## config.mk

```make
export PLATFORM = sky130hd
export DESIGN_NAME = square_cube_power
export DESIGN_NICKNAME = d
export VERILOG_FILES = /design/src/rtl/power_pkg.sv /design/src/rtl/square_cube_power_shift_add_step.sv /design/src/rtl/square_cube_power.sv
export SDC_FILE = /design/constraint.sdc
export NUM_CORES = 1
export LEC_CHECK = 0
export ABC_AREA = 1
export CORE_ASPECT_RATIO = 0.8
export CORE_MARGIN = 5
export CORE_UTILIZATION = 45
export CTS_CLUSTER_DIAMETER = 40
export DETAILED_ROUTE_END_ITERATION = 8
export PLACE_DENSITY = 0.73
export SLEW_MARGIN = 20
export SYNTH_ARGS = -nofsm -noshare
export SYNTH_HDL_FRONTEND = slang
export SYNTH_SLANG_ARGS = --single-unit
```

## constraint.sdc

```tcl
create_clock -name clk -period 4.95 [get_ports clk]
set_input_delay 0.495 -clock clk [delete_from_list [all_inputs] [get_ports clk]]
set_output_delay 0.495 -clock clk [all_outputs]
set_load 0.005 [all_outputs]
```

## src/rtl/power_pkg.sv

```systemverilog
// Shared types and constants for the square/cube power unit.
// Provides the FSM state type, default width and counter-width helper.
package power_pkg;

   typedef enum logic [1:0] {
      IDLE = 2'd0,
      SQ   = 2'd1,
      CU   = 2'd2
   } state_t;

   localparam int WIDTH_DEF = 16;
   localparam int CNT_W     = $clog2(WIDTH_DEF);

   // Step-counter width for a given operand width (never below 1 bit).
   function automatic int cnt_w(input int w);
      return (w > 1) ? $clog2(w) : 1;
   endfunction

endpackage

```

## src/rtl/square_cube_power_shift_add_step.sv

```systemverilog
// One shift-add multiply step with its accumulator register.
// Ports: clk, rst_n, clr, en, add (multiplier bit), mcand, shift, acc_sum.
module shift_add_step #(
   parameter int MW = 32,
   parameter int AW = 48,
   parameter int SW = 4
) (
   input  logic          clk,
   input  logic          rst_n,
   input  logic          clr,
   input  logic          en,
   input  logic          add,
   input  logic [MW-1:0] mcand,
   input  logic [SW-1:0] shift,
   output logic [AW-1:0] acc_sum
);

   logic [AW-1:0] acc;
   logic [AW-1:0] addend;

   assign addend  = add ? ({{(AW-MW){1'b0}}, mcand} << shift) : '0;
   // Exposed so the owner can capture a finished product on the same
   // edge that clears the accumulator for the next pass.
   assign acc_sum = acc + addend;

   always_ff @(posedge clk or negedge rst_n) begin
      if (!rst_n)   acc <= '0;
      else if (clr) acc <= '0;
      else if (en)  acc <= acc_sum;
   end

endmodule

```

## src/rtl/square_cube_power.sv

```systemverilog
// Sequential square/cube unit: two shift-add passes on one datapath.
// Ports: clk, rst_n, start, number -> busy, done, square, cube.
module square_cube_power
   import power_pkg::*;
#(
   parameter int WIDTH = WIDTH_DEF
) (
   input  logic               clk,
   input  logic               rst_n,
   input  logic               start,
   input  logic [WIDTH-1:0]   number,
   output logic               busy,
   output logic               done,
   output logic [2*WIDTH-1:0] square,
   output logic [3*WIDTH-1:0] cube
);

   localparam int CW = cnt_w(WIDTH);
   localparam int AW = 3 * WIDTH;

   state_t             state;
   logic [CW-1:0]      cnt;
   logic [WIDTH-1:0]   n;
   logic [2*WIDTH-1:0] sq_r;
   logic [2*WIDTH-1:0] mcand;
   logic [AW-1:0]      acc_sum;
   logic               last;
   logic               acc_clr;
   logic               acc_en;

   assign last    = (cnt == CW'(WIDTH - 1));
   // Clear on accept, and at the end of SQ so CU starts from zero.
   assign acc_clr = ((state == IDLE) && start) ||
                    ((state == SQ) && last);
   assign acc_en  = (state != IDLE);
   assign mcand   = (state == CU) ? sq_r : {{WIDTH{1'b0}}, n};

   shift_add_step #(
      .MW (2*WIDTH),
      .AW (AW),
      .SW (CW)
   ) u_step (
      .clk     (clk),
      .rst_n   (rst_n),
      .clr     (acc_clr),
      .en      (acc_en),
      .add     (n[cnt]),
      .mcand   (mcand),
      .shift   (cnt),
      .acc_sum (acc_sum)
   );

   always_ff @(posedge clk or negedge rst_n) begin
      if (!rst_n) begin
         state  <= IDLE;
         cnt    <= '0;
         n      <= '0;
         sq_r   <= '0;
         busy   <= 1'b0;
         done   <= 1'b0;
         square <= '0;
         cube   <= '0;
      end else begin
         done <= 1'b0;
         case (state)
            IDLE: begin
               if (start) begin
                  n     <= number;
                  cnt   <= '0;
                  busy  <= 1'b1;
                  state <= SQ;
               end
            end
            SQ: begin
               if (last) begin
                  sq_r  <= acc_sum[2*WIDTH-1:0];
                  cnt   <= '0;
                  state <= CU;
               end else begin
                  cnt <= cnt + 1'b1;
               end
            end
            CU: begin
               if (last) begin
                  square <= sq_r;
                  cube   <= acc_sum;
                  done   <= 1'b1;
                  busy   <= 1'b0;
                  cnt    <= '0;
                  state  <= IDLE;
               end else begin
                  cnt <= cnt + 1'b1;
               end
            end
            default: begin
               busy  <= 1'b0;
               state <= IDLE;
            end
         endcase
      end
   end

endmodule
```

## Word-level counts from Yosys, hierarchy flattened

Index checks and enable logic that the tools add are counted.

| cells by class | value |
|---|---|
| add/subtract/negate cells | 2 |
| $lt $le $gt $ge | 1 |
| equality and inequality tests | 6 |
| shift-type cells | 1 |
| mux-type cells | 18 |
| bitwise operators | 1 |
| reduce and logical (&&, ||, !) cells | 14 |

Operator list:

| kind | number |
|---|---|
| $mux W48 | 3 |
| $add A48 B48 Y48 | 1 |
| $shl A32 B4 Y48 | 1 |
| $mux W32 | 1 |
| $mux W4 | 2 |
| $pmux W4 S2 | 1 |
| $reduce_and A2 Y1 | 4 |
| $mux W2 | 3 |
| $ne A2 B2 Y1 const B | 3 |
| $pmux W2 S3 | 1 |
| $reduce_and A3 Y1 | 2 |
| $reduce_bool A2 Y1 | 3 |
| $lt A4 B5 Y1 const B | 1 |
| $mux W1 | 5 |
| $add A4 B1 Y4 const B | 1 |
| $bmux W1 S4 | 1 |
| $eq A4 B4 Y1 const B | 1 |
| $pmux W1 S3 | 1 |
| $eq A2 B1 Y1 const B | 1 |
| $eq A2 B2 Y1 const B | 1 |
| $logic_and A1 B1 Y1 | 2 |
| $logic_not A2 Y1 | 1 |
| $reduce_or A2 Y1 | 1 |
| $logic_or A1 B1 Y1 | 1 |
| $not A1 Y1 | 1 |

| word-level totals | value |
|---|---|
| flip-flop bits (word level) | 184 |
| bits of input ports | 19 |
| output and inout bits | 82 |
| word-level logic and storage cells | 52 |

## Longest topological paths before layout

| logic depth | value |
|---|---|
| word-level depth | 7 |
| gate-level depth with buffers | 28 |
| mapped depth without buffers | 26 |

## By module

From an unflattened synthesis, not the netlist that was laid out.

| second synthesis, totals | value |
|---|---|
| cells, all modules | 2,075 |
| area, all modules | 13,306.5 um^2 |

Modules (own cells, without submodules):

| module | times used | cells an instance | area each (um^2) | seq. area each (um^2) |
|---|---|---|---|---|
| shift_add_step | 1 | 1,416 | 7,594.8 | 1,201.2 |
| square_cube_power | 1 | 659 | 5,711.7 | 3,403.3 |

## Worst setup path before layout

Ideal clock, no wire load.

| path | value |
|---|---|
| path kind | register -> register |
| start | register cnt[0] |
| end | register sq_r[22] |
| library setup time | 0.126 ns |
| arrival time | 2.927 ns |
| required time | 4.824 ns |
| path slack | 1.897 ns |
| cell stages (with the launch flop) | 23 |
| path buffers | 3 |
| clock period less this slack | 3.053 ns |
| path through | dfrtp_1 > buf_6 > buf_8 > nor2_1 > a21oi_1 > o21ai_1 > nand3_2 > nand2_4 > inv_2 > buf_6 > nand2_4 > nor2_1 > ha_1 > fa_1 > nand3_1 > inv_1 > nand2_1 > nand3_1 > nand2_1 > nand3_1 > or2_2 > nand3_1 > o21ai_0 |

| on the way | value |
|---|---|
| cells in the longest elaborated chain, start to end | 4 |
| elaborated cells on any way between the ends | 7 |
| those cells by class | add/sub: 1; eq/ne: 1; shift: 1; mux: 3; reduce/logical: 1 |

Ends and longest elaborated chain:

| item | line | source |
|---|---|---|
| start: declaration | square_cube_power.sv:22 | `logic [CW-1:0] cnt;` |
| start signal: assignment | square_cube_power.sv:80 | `cnt <= cnt + 1'b1;` |
| start signal: assignment | square_cube_power.sv:92 | `cnt <= cnt + 1'b1;` |
| $bmux W1 S4 | square_cube_power.sv:47 | `.add (n[cnt]),` |
| $mux W1 (implied by the code) | square_cube_power.sv:47 |  |
| $mux W48 | square_cube_power_shift_add_step.sv:21 | `assign addend = add ? ({{(AW-MW){1'b0}}, mcand} << shift) : '0;` |
| $add A48 B48 Y48 | square_cube_power_shift_add_step.sv:24 | `assign acc_sum = acc + addend;` |
| end signal: assignment | square_cube_power.sv:76 | `sq_r <= acc_sum[2*WIDTH-1:0];` |
| end: declaration | square_cube_power.sv:24 | `logic [2*WIDTH-1:0] sq_r;` |

Several ways; a longest one is shown, not always the timed one. The select of a mux whose other input is x is not followed.
A chain may end at the register's enable or synchronous reset.

## Final worst setup path

| path | value |
|---|---|
| start | register cnt[0] |
| end | register sq_r[24] |

The elaborated chain is that of the path after synthesis.

==> summary.txt <==
Status = completed
Row count = 56
Die width = 201 um
CP bufs+invs = 3
VDD IR max = 0.000464 V
Vias in the first global route = 12,302
Total die area = 32,800 um2
Setup WS pre-CTS = 0.734 ns
Worst min path class = primary input to async pin
Syn_nets = 2,141
Pint = 4.61 mW
Flops & latches, synth = 184
Static leakage = 7.92 nW
Final Setup Violations = 0
Drt wl/cell = 17.5 um
Synth cell types = 42
Drt initial violations = 1,322
Final min period = 4.34 ns
Fmax = 230 MHz
CP Class = register to register
Boundary Pins = 101
Post-synth EDFFs = 0
Fraction of layout cells with a size suffix above 1 = 4.10%
Grt ovf = 0
Post-layout util = 51.5%
Clock share of power = 14.2%
Clock Tree Root = clkbuf_16
TNS Setup = 0 ns
Area leader, netlist = dfrtp_1
Worst slew margin = 33.7%
Nets = 2,206
Final std cells w/o fill = 2,525
Synthesized area = 13,200 um2
Critical path arrival = 4.65 ns
Synthesized instance count = 2,069
Synth top area share = 35.0%
Minimum hold slack = 0.129 ns
Avg Cell Area, Syn = 6.36 um2
Post-CTS setup buffer count = 0
PD cells = 665 nW/um2
Yosys warns = 0
Post-CTS Hold Buffers = 0
Final ANT Viol Nets = 0
Max-Cap Viols = 0
Initial Util = 45.3%
CTS Buf Count = 17
Post-DP HPWL = 34,600 um
Total number of vias = 13,245
Die span in y = 163 um
Clock tree buffer depth = 2
Post-CTS Resized = 0
Largest net degree at the start of global routing = 111
H-Tree Depth = 4
Ys flop type = dfrtp_1
CP delay by family, top = simple AND/OR/NAND/NOR gates
Total GRT Usage = 26.9%
Total Wirelength = 44,100 um
Reg2Reg Depth = 22
Fin worst setup slack = 0.607 ns
P_sw = 5.36 mW
Worst path depth = 22
Slew Limit Fails = 0
Comb power frac = 64.0%
Layout Skew = 0.0117 ns
Asr flop ratio synth = 100%
Residual DRC = 0
Pwr Total = 9.96 mW
Setup crit end kind = register
DP Cell Count = 2,492
RSZ-0062 raised after global routing = no
Clock latency on the worst-skew pair = 0.45 ns
Clock transition at the registers of the reported paths = 0.08 ns
Initial antenna violation count = 0
Vias per inst = 5.25
Clk sinks = 184
Area Growth Syn to Fin = 13.8%
Worst Path Required = 5.26 ns
Hold Violations, Final = 0
Pre-Repair DR Iteration Count = 6
First-pass GRT wire length = 69,600 um
Worst-path fanout max = 35
Area after DPL = 14,400 um2
Part of the Yosys area used for sequential elements = 35.0%
Port Buffers = 100
Worst-Margin Slew = 0.993 ns
Critical Path Start Type = register
Core box area = 29,100 um2
Sequential Power Share = 21.8%
Placer congestion estimate = 1.02
Sw frac = 53.8%
Crit share post-route = 87.7%
CTS tree = yes
CP cell instances = inv_4 > a21oi_1 > o21ai_1 > nand2_1 > nand3_1 > nand2_2 > inv_2 > nand2_4 > inv_2 > nand2_4 > nor2_1 > ha_1 > fa_1 > nand3_1 > nand3_1 > nand2_1 > nand2_1 > nand2_1 > nand3_1 > nor2_1 > nand3b_1 > o21ai_0
CP max-delay cell = dfrtp_1
Area contributors post-synth = dfrtp_1, nand2_1, inv_1, nand3_1, ha_1
Slowest stage delay, CP = 0.74 ns
Finished Cell Area = 15,000 um2
Fill count = 2,987
==> synthesized netlist by cell type, types with 2 or more instances <==
library cell / number
nand4_1: 9
xnor2_1: 16
ha_1: 52
o21ai_1: 95
nor3_1: 14
nor2_2: 3
a21oi_1: 59
nor2_4: 3
buf_4: 7
dfrtp_1: 184
inv_1: 264
o21a_1: 2
a31oi_1: 2
buf_1: 14
nand2_1: 861
nor4_1: 3
or2_2: 7
xor2_1: 2
a21oi_2: 4
clkbuf_1: 13
nand3_1: 143
nand2_4: 2
o21ai_0: 75
o21bai_1: 2
nand3b_1: 8
nand2_2: 2
buf_2: 26
mux2i_1: 9
buf_6: 14
inv_2: 8
nor2_1: 155
==> power groups by stage <==
| stage | sequential [mW] | combinational (mW) | clock, mW |
|---|---|---|---|
| final | 2.17 | 6.38 | 1.42 |
| after global routing | 2.21 | 7.06 | 1.49 |
| after CTS | 2.17 | 6.27 | 1.43 |
| after detailed placement | 2.19 | 6.25 | 0 |
| after global placement | 2.18 | 6.18 | 0 |
| after floorplan | 2.10 | 4.38 | 0 |
==> worst paths after layout <==
path | start | endpoint | slack, ns
worst max-delay path | cnt[0] | sq_r[24] | 0.61
worst min-delay path | rst_n | cube[33] | 0.13
worst max register to register | cnt[0] | sq_r[24] | 0.61
worst min register to register | square[16] | square[16] | 0.48
max in group asynchronous | rst_n | u_step.acc[1] | 3.85
min in group clk | square[16] | square[16] | 0.48
==> layout make-up <==
cell class	instances	area [um2]	share of cell area, %
antenna	1	2.50	0.0167
clock buffer	17	425	2.84
clock inverter	15	171	1.14
inverter	273	1030	6.87
multi-input combinational	1537	7080	47.3
sequential	184	4600	30.7
tap	377	472	3.15
timing repair buffer	121	1190	7.95
==> logic make-up after synthesis <==
| logic type | Yosys count | share of synthesized area, % |
|---|---|---|
| fa+ha+maj | 53 | 5.09 |
| flops | 184 | 35.0 |
| simple gates | 1213 | 37.2 |
| mux | 10 | 0.770 |
| compound gates | 243 | 9.53 |
| xor+xnor | 18 | 1.20 |
| buf+inv | 348 | 11.3 |
==> placed cells by master (no fill, tap or decap), drive strengths merged <==
master         Yosys  final
nor2             161    161
nand3b             8      8
clkinvlp           0      2
o21a               2      2
clkdlybuf4s50      0     99
or2                7      7
xnor2             16     16
o21bai             2      2
and2               1      1
nor3              15     15
ha                52     52
buf               62     21
mux2i              9      9
o2bb2ai            1      1
o22ai              1      1
xor2               2      2
diode              0      1
dfrtp            184    184
nand4              9      9
nand3            144    144
o21ai            171    171
nor4               3      3
inv              273    281
nand2            865    865
clkbuf            13     18
clkinv             0      5
mux2               1      1
a21oi             63     63
a31oi              2      2
a21o               1      1
fa                 1      1
==> state kept, by name, summed over array words and instances, names as in the netlist <==
register / count
cube: 48
u_step.acc: 48
sq_r: 32
square: 32
n: 16
cnt: 4
state: 2
busy: 1
done: 1
==> per-layer routing <==
layer / vias up / GRT usage [%] / share of wire [%] / wire, um
met2: 475 / 39.6 / 41 / 17900
met1: 6163 / 42.0 / 51 / 22700
met4: 0 / 5.03 / 1.3 / 585
li1: 6567 / - / - / -
met5: - / 0 / 0 / 0
met3: 40 / 4.32 / 6.7 / 2940
No activity file was read; power rests on OpenSTA's default activity.
